`src/rtl/ldm_stm_sequencer_if.sv`:
```
// LDM/STM sequencer bus: control inputs and register-file/memory strobes.
// master drives the instruction fields, slave is the sequencer itself.
interface ldm_stm_sequencer_if #(
  parameter int ADDR_W = 32,
  parameter int LIST_W = 16
);
  logic              Start;
  logic              IsLoad;
  logic              PBit;
  logic              UBit;
  logic              WBit;
  logic [3:0]        BaseReg;
  logic [ADDR_W-1:0] BaseAddr;
  logic [LIST_W-1:0] RegList;
  logic [3:0]        RegAddr;
  logic              RegWriteEnable;
  logic              WbSelBase;
  logic [ADDR_W-1:0] MemAddr;
  logic              MemWrite;
  logic [ADDR_W-1:0] NewBase;
  logic              Busy;
  logic              Done;

  modport master (
    output Start, IsLoad, PBit, UBit, WBit,
    output BaseReg, BaseAddr, RegList,
    input  RegAddr, RegWriteEnable, WbSelBase,
    input  MemAddr, MemWrite, NewBase, Busy, Done
  );

  modport slave (
    input  Start, IsLoad, PBit, UBit, WBit,
    input  BaseReg, BaseAddr, RegList,
    output RegAddr, RegWriteEnable, WbSelBase,
    output MemAddr, MemWrite, NewBase, Busy, Done
  );
endinterface

```
`src/rtl/ldm_stm_sequencer.sv`:
```
// LDM/STM block-transfer sequencer, one register access per cycle.
// Base writeback cycle enabled by defining LSM_WRITEBACK_EN.
module ldm_stm_sequencer #(
  parameter int ADDR_W = 32,
  parameter int LIST_W = 16
) (
  input logic CLK,
  input logic RESETn,
  ldm_stm_sequencer_if.slave bus
);
  typedef enum logic [1:0] {
    IDLE, XFER, WB, DONE
  } state_t;

  localparam int LW = LIST_W - 1;
  localparam logic [ADDR_W-1:0] STEP =
    ADDR_W'(4);

  state_t          state;
  logic [LW-1:0]   pending;
  logic            isLoad;
  logic [LW-1:0]   startList;
  logic [4:0]      cnt;
  logic [ADDR_W-1:0] fourN;
  logic [ADDR_W-1:0] startAddr;
  logic [ADDR_W-1:0] endBase;
`ifdef LSM_WRITEBACK_EN
  logic [3:0]      baseReg;
  logic            wbPend;
  logic [LW:0]     extList;
  logic            wbReq;
`endif

  function automatic logic [3:0] lowIdx(
    input logic [LW-1:0] v
  );
    logic [3:0] idx;
    idx = 4'd0;
    for (int i = LW - 1; i >= 0; i--)
      if (v[i]) idx = 4'(i);
    return idx;
  endfunction

  function automatic logic [LW-1:0] clrLow(
    input logic [LW-1:0] v
  );
    return v & (v - LW'(1));
  endfunction

  // bit 15 (PC) never transfers
  assign startList = bus.RegList[LW-1:0];

  // transfer count and start/end addresses
  always_comb begin
    cnt = 5'd0;
    for (int i = 0; i < LW; i++)
      cnt = cnt + 5'(startList[i]);
    fourN = ADDR_W'({cnt, 2'b00});
    startAddr = bus.BaseAddr;
    unique case (1'b1)
      ( bus.UBit && !bus.PBit):
        startAddr = bus.BaseAddr;
      ( bus.UBit &&  bus.PBit):
        startAddr = bus.BaseAddr + STEP;
      (!bus.UBit && !bus.PBit):
        startAddr = bus.BaseAddr - fourN + STEP;
      (!bus.UBit &&  bus.PBit):
        startAddr = bus.BaseAddr - fourN;
      default:
        startAddr = bus.BaseAddr;
    endcase
    endBase = bus.UBit
      ? bus.BaseAddr + fourN
      : bus.BaseAddr - fourN;
  end

`ifdef LSM_WRITEBACK_EN
  // a loaded base wins over writeback
  assign extList = {1'b0, startList};
  assign wbReq = bus.WBit &&
    !(bus.IsLoad && extList[bus.BaseReg]);
`else
  assign bus.WbSelBase = 1'b0;
`endif

  // sequencer FSM with registered outputs
  always_ff @(posedge CLK or negedge RESETn) begin
    if (!RESETn) begin
      state              <= IDLE;
      pending            <= '0;
      isLoad             <= 1'b0;
      bus.RegAddr        <= 4'd0;
      bus.RegWriteEnable <= 1'b0;
      bus.MemAddr        <= '0;
      bus.MemWrite       <= 1'b0;
      bus.NewBase        <= '0;
      bus.Busy           <= 1'b0;
      bus.Done           <= 1'b0;
`ifdef LSM_WRITEBACK_EN
      baseReg            <= 4'd0;
      wbPend             <= 1'b0;
      bus.WbSelBase      <= 1'b0;
`endif
    end else begin
      unique case (state)
        IDLE: begin
          bus.Done <= 1'b0;
          if (bus.Start) begin
            isLoad      <= bus.IsLoad;
            bus.NewBase <= endBase;
            bus.Busy    <= 1'b1;
`ifdef LSM_WRITEBACK_EN
            baseReg     <= bus.BaseReg;
            wbPend      <= wbReq;
`endif
            if (|startList) begin
              state   <= XFER;
              pending <= clrLow(startList);
              bus.RegAddr <= lowIdx(startList);
              bus.MemAddr <= startAddr;
              bus.RegWriteEnable <= bus.IsLoad;
              bus.MemWrite <= !bus.IsLoad;
            end else begin
              state    <= DONE;
              bus.Done <= 1'b1;
            end
          end
        end
        XFER: begin
          if (|pending) begin
            pending     <= clrLow(pending);
            bus.RegAddr <= lowIdx(pending);
            bus.MemAddr <= bus.MemAddr + STEP;
`ifdef LSM_WRITEBACK_EN
          end else if (wbPend) begin
            state              <= WB;
            bus.RegAddr        <= baseReg;
            bus.RegWriteEnable <= 1'b1;
            bus.WbSelBase      <= 1'b1;
            bus.MemWrite       <= 1'b0;
`endif
          end else begin
            state              <= DONE;
            bus.Done           <= 1'b1;
            bus.RegWriteEnable <= 1'b0;
            bus.MemWrite       <= 1'b0;
          end
        end
`ifdef LSM_WRITEBACK_EN
        WB: begin
          state              <= DONE;
          bus.Done           <= 1'b1;
          bus.RegWriteEnable <= 1'b0;
          bus.WbSelBase      <= 1'b0;
        end
`endif
        DONE: begin
          state    <= IDLE;
          bus.Done <= 1'b0;
          bus.Busy <= 1'b0;
        end
        default: begin
          state <= IDLE;
        end
      endcase
    end
  end
endmodule

```
`src/flat_wrapper.sv`:
```
// flat-port wrapper written by rule: the top's interface ports become plain ports
module ldm_stm_sequencer_flat 
#(
  parameter int ADDR_W = 32,
  parameter int LIST_W = 16
)
  (CLK, RESETn, bus_Start, bus_IsLoad, bus_PBit, bus_UBit, bus_WBit, bus_BaseReg, bus_BaseAddr, bus_RegList, bus_RegAddr, bus_RegWriteEnable, bus_WbSelBase, bus_MemAddr, bus_MemWrite, bus_NewBase, bus_Busy, bus_Done);
  ldm_stm_sequencer_if #(.ADDR_W(ADDR_W), .LIST_W(LIST_W)) bus_i ();
  input logic CLK;
  input logic RESETn;
  input wire logic [$bits(bus_i.Start)-1:0] bus_Start;
  input wire logic [$bits(bus_i.IsLoad)-1:0] bus_IsLoad;
  input wire logic [$bits(bus_i.PBit)-1:0] bus_PBit;
  input wire logic [$bits(bus_i.UBit)-1:0] bus_UBit;
  input wire logic [$bits(bus_i.WBit)-1:0] bus_WBit;
  input wire logic [$bits(bus_i.BaseReg)-1:0] bus_BaseReg;
  input wire logic [$bits(bus_i.BaseAddr)-1:0] bus_BaseAddr;
  input wire logic [$bits(bus_i.RegList)-1:0] bus_RegList;
  output wire logic [$bits(bus_i.RegAddr)-1:0] bus_RegAddr;
  output wire logic [$bits(bus_i.RegWriteEnable)-1:0] bus_RegWriteEnable;
  output wire logic [$bits(bus_i.WbSelBase)-1:0] bus_WbSelBase;
  output wire logic [$bits(bus_i.MemAddr)-1:0] bus_MemAddr;
  output wire logic [$bits(bus_i.MemWrite)-1:0] bus_MemWrite;
  output wire logic [$bits(bus_i.NewBase)-1:0] bus_NewBase;
  output wire logic [$bits(bus_i.Busy)-1:0] bus_Busy;
  output wire logic [$bits(bus_i.Done)-1:0] bus_Done;
  assign bus_i.Start = bus_Start;
  assign bus_i.IsLoad = bus_IsLoad;
  assign bus_i.PBit = bus_PBit;
  assign bus_i.UBit = bus_UBit;
  assign bus_i.WBit = bus_WBit;
  assign bus_i.BaseReg = bus_BaseReg;
  assign bus_i.BaseAddr = bus_BaseAddr;
  assign bus_i.RegList = bus_RegList;
  assign bus_RegAddr = bus_i.RegAddr;
  assign bus_RegWriteEnable = bus_i.RegWriteEnable;
  assign bus_WbSelBase = bus_i.WbSelBase;
  assign bus_MemAddr = bus_i.MemAddr;
  assign bus_MemWrite = bus_i.MemWrite;
  assign bus_NewBase = bus_i.NewBase;
  assign bus_Busy = bus_i.Busy;
  assign bus_Done = bus_i.Done;
  ldm_stm_sequencer #(.ADDR_W(ADDR_W), .LIST_W(LIST_W)) u_core (.CLK(CLK), .RESETn(RESETn), .bus(bus_i));
endmodule
```
`config.mk`:
```
export PLATFORM = sky130hd
export DESIGN_NAME = ldm_stm_sequencer_flat
export DESIGN_NICKNAME = d
export VERILOG_FILES = /design/src/rtl/ldm_stm_sequencer_if.sv /design/src/rtl/ldm_stm_sequencer.sv /design/src/flat_wrapper.sv
export SDC_FILE = /design/constraint.sdc
export NUM_CORES = 1
export LEC_CHECK = 0
export ABC_AREA = 0
export CORE_MARGIN = 3
export CORE_UTILIZATION = 35
export CTS_CLUSTER_SIZE = 24
export DETAILED_ROUTE_END_ITERATION = 8
export MAX_ROUTING_LAYER = met4
export PLACE_DENSITY = 0.67
export REMOVE_ABC_BUFFERS = 1
export SETUP_SLACK_MARGIN = 0.2
export SLEW_MARGIN = 0
export SYNTH_ARGS = -nofsm -noshare
export SYNTH_HDL_FRONTEND = slang
export SYNTH_SLANG_ARGS = --single-unit
```
`constraint.sdc`:
```
create_clock -name CLK -period 5.5 [get_ports CLK]
set_input_delay 1.1 -clock CLK [delete_from_list [all_inputs] [get_ports CLK]]
set_output_delay 1.1 -clock CLK [all_outputs]
set_load 0.02 [all_outputs]
```
; Word-level counts from Yosys, hierarchy flattened
; Cells that the tools add are included.
[classes]
n_addsub = 21
reduce_logical = 18
bitwise = 2
eq_ne = 6
muxes = 61
[op_table]
columns = operator, count
row1 = 2-to-1 mux 4 bit, 33
row2 = 2-to-1 mux 32 bit, 4
row3 = "adder 32 x 3 -> 32 bit, second input constant", 3
row4 = one-hot mux 32 bit (3 select lines), 1
row5 = adder 5 x 1 -> 5 bit, 13
row6 = one-hot mux 32 bit (2 select lines), 1
row7 = 2-to-1 mux 15 bit, 3
row8 = adder 32 x 7 -> 32 bit, 1
row9 = subtractor 32 x 7 -> 32 bit, 1
row10 = AND 15 bit, 2
row11 = one-hot mux 15 bit (2 select lines), 1
row12 = OR reduction 15 bit, 2
row13 = "subtractor 15 x 1 -> 15 bit, second input constant", 2
row14 = 2-to-1 mux 1 bit, 9
row15 = one-hot mux 4 bit (2 select lines), 1
row16 = AND reduction 2 bit, 4
row17 = AND reduction 4 bit, 2
row18 = 2-to-1 mux 2 bit, 3
row19 = one-hot mux 1 bit (2 select lines), 3
row20 = "!= test 2 x 1 -> 1 bit, second input constant", 2
row21 = "!= test 2 bit, second input constant", 2
row22 = one-hot mux 2 bit (2 select lines), 1
row23 = nonzero test 2 bit, 2
row24 = logical AND 1 bit, 3
row25 = other kinds (7), 9
[word_totals]
output_inout_bits = 73
ff_bits = 89
inputBits = 59

; Depth between registers and ports, before layout
; Gate-level depths: netlist of run 1.
[logic_depth]
depth_word = 20
mapped_depth = 27
ltp_nobuf = 25

; Worst setup path before layout of run 1
; No wires, ideal clock.
[synth_timing]
kind = input-to-reg
start = in bus_RegList[0]
end = reg u_core.bus.MemAddr[20]
t_arrival_ps = 6826
path_stages = 19
setup_ps = 76
path_slack_ps = -1402
n_path_buf = 0
required_time_ps = 5424
cell_sequence = inv_1 -> ha_1 -> inv_1 -> fa_1 -> fa_1 -> fa_1 -> fa_1 -> inv_1 -> ha_1 -> fa_1 -> fa_1 -> o21bai_1 -> a21oi_1 -> xnor2_1 -> a2111oi_1 -> nand2_1 -> or4_1 -> a211o_1 -> o21ai_1
[synth_via]
elab_chain_len = 20
elab_cells_between_ends = 23
cone_classes = add/sub (16) / eq/ne (1) / mux (4) / reduce/logical (2)
[synth_rtl]
columns = element, line_no
row1 = "start, declared", flat_wrapper.sv:18  ; input wire logic [$bits(bus_i.RegList)-1:0] bus_RegList;
row2 = adder 1 x 1 -> 2 bit, ldm_stm_sequencer.sv:57  ; cnt = cnt + 5'(startList[i]);
row3 = adder 5 x 1 -> 5 bit (13 in series), ldm_stm_sequencer.sv:57
row4 = subtractor 32 x 7 -> 32 bit, "ldm_stm_sequencer.sv:66, ldm_stm_sequencer.sv:68"
row5 = adder 32 x 3 -> 32 bit, ldm_stm_sequencer.sv:66  ; startAddr = bus.BaseAddr - fourN + STEP;
row6 = one-hot mux 32 bit (3 select lines), ldm_stm_sequencer.sv:60  ; unique case (1'b1)
row7 = 2-to-1 mux 32 bit, ldm_stm_sequencer.sv:116  ; if (|startList) begin
row8 = 2-to-1 mux 32 bit, ldm_stm_sequencer.sv:108  ; if (bus.Start) begin
row9 = one-hot mux 32 bit (2 select lines), ldm_stm_sequencer.sv:105  ; unique case (state)
row10 = "end signal, assigned", ldm_stm_sequencer.sv:120  ; bus.MemAddr <= startAddr;
row11 = "end signal, assigned", ldm_stm_sequencer.sv:133  ; bus.MemAddr <= bus.MemAddr + STEP;
row12 = "end, declared", ldm_stm_sequencer_if.sv:35  ; output MemAddr, MemWrite, NewBase, Busy, Done
; Several ways; a longest one is shown, not always the timed one. The select of a mux whose other input is x is not followed.
; A chain may end at the register's enable or synchronous reset.

; Worst setup path in the final report of run 1
; Ends and elaborated chain as after synthesis.

==> results.cfg, run 1 <==
[pwr]
cellLeakagePower_nw = 5.09
clkPwrFrac_pct = 9.8
irDropWorstVdd_mv = 0.291
combPwrFrac_pct = 70.9
power-per-cell-area_mw_per_mm2 = 524
sw_frac_of_total_pct = 46.9
power.internal_mw = 3.60
p_seq_share_pct = 19.3
finalPower_mw = 6.77
p_sw_mw = 3.17

[clocking]
insertion_delay_ns = 0.36
cts_root_buffer = clkbuf_16
tritoncts = done
htree_num_levels = 3
cts_sinks = 88
clkSlewWorstSetupHoldPaths_ns = 0.07
hold_buffers = 0
cts_made_buffers = 9
clk_path_buf_depth = 2

[floorplan]
die_area_mm2 = 0.0268
rows = 57
fp.coreArea_mm2 = 0.0244
ioPinCount = 132
die_h_um = 164
start_util_pct = 35.7
fp.dieW_um = 164

[critical_path]
cp-end-kind = flop
worstSetupPathType = in2reg
rrSetupSlack_ns = 1.78
rr_startpoint = u_core.state[1]
worstPathArrival_ns = 6.86
path_max_fanout = 7
reg2reg_depth = 10
startpoint_type = input port
r2r_end = u_core.bus.MemAddr[28]
required_ns = 5.78

[timing]
fin_crit_ns = 6.58
fin_skew_ns = 0.00755
setup_viol = 54
setup_slack_ns = -1.08
timing.final.crit_share_pct = 120
slew_viol_final = 0
tightest_slew_ns = 1.14
rsz0062_at_grt = yes
tns_ns = -36.97
hold_violations = 0
slew_headroom_pct = 23.5
fmax_mhz = 152

[detailed_routing]
drc = 0
ant_nets = 0
drtIter0Drc = 952
viasPerCell = 5.71
first_pass_iters = 6
met1_length_um = 15000
vias = 9989
dr.max_layer_used = met4
postRouteWirelength_um = 32800
wl_met3_um = 2310
routedWlPerCell_um = 18.8
wl_met2_um = 14700

[placed_design]
gp_congestion = 0.961
dpl.hpwl_um = 23700
port_buffers = 124

[status]
violations = setup timing
outcome = finished, violations left

[hold_path]
holdPathEnd = u_core.bus.RegAddr[2]
hold_path.startpoint = u_core.bus.RegAddr[2]
hp-class = reg2reg
hold_path_depth = 2

[yosys]
synthArstFlopShare_pct = 100
synth_top_area_share_pct = 25.3
avgSynthCellArea_um2 = 7.40
ys_top_cells_by_count = nand2_1, nor2_1, o21ai_0
synthCells = 1176
ys_ff_latch = 88
yosysUniqueCellTypes = 82
yosys-top-cells-area = dfrtp_1, o21ai_0, nand2_1
yosysMostFrequentCell = nand2_1
synth_largest_area_cell = dfrtp_1
synth_warnings = 0
seq_area_frac_synth_pct = 25.3
ys.flop_type = dfrtp_1
synth-edff-count = 0
netlist_area_mm2 = 0.00870

[global_route]
first_global_vias = 9557
grt_first_pass_wirelength_um = 51800
antenna_found_initial = 0
grt.overflow.total = 0
grt_max_degree = 63
grt_usage_pct = 24.9

[final_layout]
insertedDiodeCount = 0
area_growth_pct = 48.6
num-nets-final = 1518
drive_above_1_share_pct = 27.9
fill_cells = 2260

[job]
cap_violations = 0
-- sequential cells by signal, indices dropped and copies added (netlist names) --
name                       count
u_core.bus.Busy                1
u_core.bus.Done                1
u_core.bus.MemAddr            32
u_core.bus.MemWrite            1
u_core.bus.NewBase            32
u_core.bus.RegAddr             4
u_core.bus.RegWriteEnable      1
u_core.pending                14
u_core.state                   2
-- per-stage QoR --
step	instance area [µm²]	utilization [%]	hold slack [ns]	instances	setup slack [ns]
finish	12900	53.0	0.477	1748	-1.08
global route	12900	53.0	0.517	1748	-1.21
CTS	12600	51.9	0.486	1742	-1.10
detailed placement	11200	45.9	0.470	1700	-2.17
global placement	11200	45.9	0.462	1700	-2.03
floorplan	8380	-	0.480	1095	-1.58
-- layer usage --
| layer | track usage, % | vias to the layer above |
|---|---|---|
| met2 | 37.6 | 447 |
| met3 | 3.09 | 68 |
| met1 | 34.6 | 4687 |
| li1 | - | 4787 |
| met5 | - | - |
| met4 | 8.23 | 0 |
-- worst max-delay path by stage --
stage                   startpoint                     end  slack (ns)  cells after the start
global route        bus_RegList[0]  u_core.bus.MemAddr[27]       -1.21                     25
global placement    bus_RegList[1]  u_core.bus.MemAddr[31]       -2.03                     24
finish              bus_RegList[0]  u_core.bus.MemAddr[20]       -1.08                     21
detailed placement  bus_RegList[0]  u_core.bus.MemAddr[31]       -2.17                     22
floorplan           bus_RegList[0]  u_core.bus.MemAddr[31]       -1.58                     20
CTS                 bus_RegList[0]  u_core.bus.MemAddr[27]       -1.10                     23
-- timing repair --
item / in CTS / in global routing
pin swaps: 57 / 26
resized for setup: 246 / 42
gates cloned: 1 / 0
endpoints found under the setup margin: 58 / 56
setup buffers: 25 / 6
-- worst max-delay path: stages --
cell,delay [ns]
buf_8,0.08
inv_4,0.03
ha_4,0.24
inv_2,0.03
fa_1,0.49
fa_2,0.56
fa_1,0.42
fa_1,0.52
inv_2,0.05
ha_4,0.16
fa_2,0.36
xor2_2,0.23
inv_1,0.11
ha_4,0.21
o311a_4,0.41
or4_4,0.58
mux2i_4,0.23
nor2_2,0.11
or4_1,0.52
a211o_1,0.32
o21ai_1,0.09
-- logic make-up after synthesis --
logic type	count (synthesis)	synth area share, %
flops	88	25.3
buf+inv	142	6.29
simple gates	470	27.2
compound gates	349	25.3
mux	17	2.20
other cells	1	0.0431
xor+xnor	69	6.95
fa+ha+maj	40	6.70
-- cell type report --
| cell class | count | area (µm²) | area share (%) |
|---|---|---|---|
| multi-input combinational | 946 | 6990 | 54.1 |
| timing repair buffer | 313 | 2780 | 21.5 |
| sequential | 88 | 2200 | 17.0 |
| tap | 324 | 405 | 3.14 |
| clock buffer | 10 | 239 | 1.85 |
| inverter | 61 | 236 | 1.83 |
| clock inverter | 6 | 67.6 | 0.523 |
-- cell usage in the layout, fill, tap and decap left out, types with 11 or more instances in the layout --
master / instances
o21ai_1: 47
nand3_1: 37
nor4_1: 15
o22ai_1: 13
dfrtp_1: 88
buf_6: 31
xor2_1: 16
clkdlybuf4s50_1: 116
xnor2_1: 43
o21ai_0: 64
nand2_1: 113
inv_1: 47
and3_1: 15
a31oi_1: 19
nor2_1: 98
buf_4: 159
o21ai_2: 11
a21oi_1: 63
nand4_1: 31
ha_1: 18
nor3_1: 31
-- power by group through the flow --
| stage | clock network [mW] | logic, mW | registers, mW |
|---|---|---|---|
| CTS | 0.679 | 4.61 | 1.30 |
| detailed placement | 0 | 3.91 | 1.31 |
| finish | 0.665 | 4.80 | 1.30 |
| global route | 0.703 | 5.21 | 1.36 |
| global placement | 0 | 3.87 | 1.30 |
| floorplan | 0 | 1.86 | 1.55 |
Power figures use the tool's default switching activity.
==> inputs of run 2 (changes only) <==
==> constraint.sdc (replaced) <==
create_clock -name CLK -period 5.5 [get_ports CLK]
set_input_delay 0.55 -clock CLK [delete_from_list [all_inputs] [get_ports CLK]]
set_output_delay 0.55 -clock CLK [all_outputs]
set_load 0.02 [all_outputs]
==> run 2 against run 1 <==
- the run ends with capacitance limit, setup timing left
- combinational power up 15%
- final cell count rose by 2.3%
- first-iteration DRC count grew 25%
- non-clock buffer count increased by 41
- worst setup slack better by 0.36 ns
- power rose by 12%
- flip-flop and latch count unchanged
- critical path type unchanged
- critical endpoint is now u_core.bus.MemAddr[28]
- count of clock-buffer cells in the layout is 1 higher
==> results.cfg, run 2 (same netlist as run 1, synthesis figures left out) <==
[status]
outcome = finished, violations left
violations = capacitance limit, setup timing

[placed_design]
gp_congestion = 0.970
dpl.hpwl_um = 23500
postPlaceCellArea_mm2 = 0.0112
port_buffers = 124
dpl_worst_slack_ns = -1.62

[timing]
slew_viol_final = 0
setup_slack_ns = -0.718
holdWs_ns = 0.161
tightest_slew_ns = 1.47
hold_violations = 0
fmax_mhz = 161
timing.final.crit_share_pct = 113
setup_viol = 47
fin_crit_ns = 6.22
tns_ns = -19.11
rsz0062_at_grt = yes
slew_headroom_pct = 1.26
fin_skew_ns = 0.0155

[final_layout]
stdcell_area_mm2 = 0.0138
area_growth_pct = 58.2
regArea_mm2 = 0.00220
fill_cells = 2129
num-nets-final = 1559
drive_above_1_share_pct = 32.3
multiInputGateArea_mm2 = 0.00730
final_core_util_pct = 56.4
top_regs = u_core.bus.MemAddr: 32 flops, u_core.bus.NewBase: 32 flops, u_core.pending: 14 flops
insertedDiodeCount = 0
final_common_cell = buf_4
mostFrequentLayoutCells = buf_4, clkdlybuf4s50_1, nand2_1

[critical_path]
cp-end-kind = flop
cp_slowest_cell = fa_2
path_max_fanout = 7
worstSetupPathType = in2reg
required_ns = 5.72
slowest_delay_ns = 0.59
worstPathArrival_ns = 6.44
crit_top_cell = fa_2
startpoint_type = input port

[detailed_routing]
drc = 0
ant_nets = 0
postRouteWirelength_um = 36300
drtIter0Drc = 1189
vias = 10500
first_pass_iters = 8
viasPerCell = 5.90
routedWlPerCell_um = 20.3

[global_route]
antenna_found_initial = 0
grt_first_pass_wirelength_um = 53400
grt_usage_pct = 25.6
grt_max_degree = 63
grt.overflow.total = 0
first_global_vias = 9951

[clocking]
clkSlewWorstSetupHoldPaths_ns = 0.07
hold_buffers = 0
tritoncts = done
cts_root_buffer = clkbuf_16
htree_num_levels = 3
clk_path_buf_depth = 2
insertion_delay_ns = 0.36
cts_made_buffers = 9
cts_sinks = 88

[floorplan]
ioPinCount = 132
die_h_um = 164
die_area_mm2 = 0.0268
fp.dieW_um = 164
start_util_pct = 35.7
rows = 57
fp.coreArea_mm2 = 0.0244

[pwr]
power-per-cell-area_mw_per_mm2 = 549
cellLeakagePower_nw = 5.42
power.internal_mw = 4.10
clkPwrFrac_pct = 9.7
irDropWorstVdd_mv = 0.360
p_sw_mw = 3.45
sw_frac_of_total_pct = 45.7
p_seq_share_pct = 17.2
combPwrFrac_pct = 73.1

[job]
cap_violations = 1

[hold_path]
hp-class = in2async
==> run 2: cell count changes in the layout (fill, tap and decap cells not counted), moves of 3 or more <==
cell and change:
a21oi_2 +3, o21bai_4 +3, a21oi_1 -4, xnor2_1 -3, nor2_1 -3, nand3_1 -4
o21ai_2 +3, o21ai_0 -5, buf_6 +35, nor2_4 +4, buf_12 +3, nand2_1 -4
==> run 2: what timing repair did <==
item	CTS	global route
endpoints found under the setup margin	56	55
hold endpoints to repair	0	0
pin swaps	91	87
buffers inserted	49	30
gates resized for setup	267	123
==> run 2: power by group through the flow <==
stage	combinational [mW]	clock (mW)	sequential, mW
5_1_grt	5.89	0.769	1.36
3_3_place_gp	3.83	0	1.30
6_report	5.52	0.733	1.30
4_1_cts	4.86	0.745	1.30
2_1_floorplan	1.86	0	1.55
3_5_place_dp	3.88	0	1.30
==> run 2: cell type report <==
class	count	area share (%)
multi-input cells	946	53.1
well taps	324	2.95
repair buffers	354	23.8
clock inverters	5	0.764
flip-flops and latches	88	16.0
inverters	61	1.77
clock buffers	11	1.69
==> run 2: per-stage QoR <==
step                std cells  power (mW)
floorplan                1095        3.41
global placement         1694        5.13
detailed placement       1694        5.18
CTS                      1759        6.90
global route             1789        8.02
finish                   1789        7.55
==> run 2: path summary, 6_finish.rpt <==
kind	cells past startpoint	endpoint	slack (ns)	from
max	26	u_core.bus.MemAddr[28]	-0.72	bus_RegList[0]
min	1	u_core.bus.MemAddr[29]	0.16	RESETn
max reg2reg	13	u_core.bus.MemAddr[9]	1.84	u_core.state[1]
min reg2reg	2	u_core.bus.RegAddr[1]	0.48	u_core.bus.RegAddr[1]
max in group asynchronous	2	u_core.pending[6]	4.24	RESETn
min in group CLK	2	u_core.bus.RegAddr[1]	0.48	u_core.bus.RegAddr[1]
==> run 2: critical path: cells and delay by family <==
kind	cells	cell delay, ns
AO/OA/AOI/OAI	3	0.50
AND/OR/NAND/NOR	7	1.35
buffers and inverters	7	0.69
XOR/XNOR	1	0.16
adder cells (fa/ha/maj)	8	3.16
==> run 2: routing by layer <==
layer,global-route usage (%),vias to the layer above,share of wire [%]
met2,38.7,569,46
met3,4.34,138,8.0
met5,-,-,0
met4,9.30,0,3.9
met1,34.5,4976,42
li1,-,4866,-
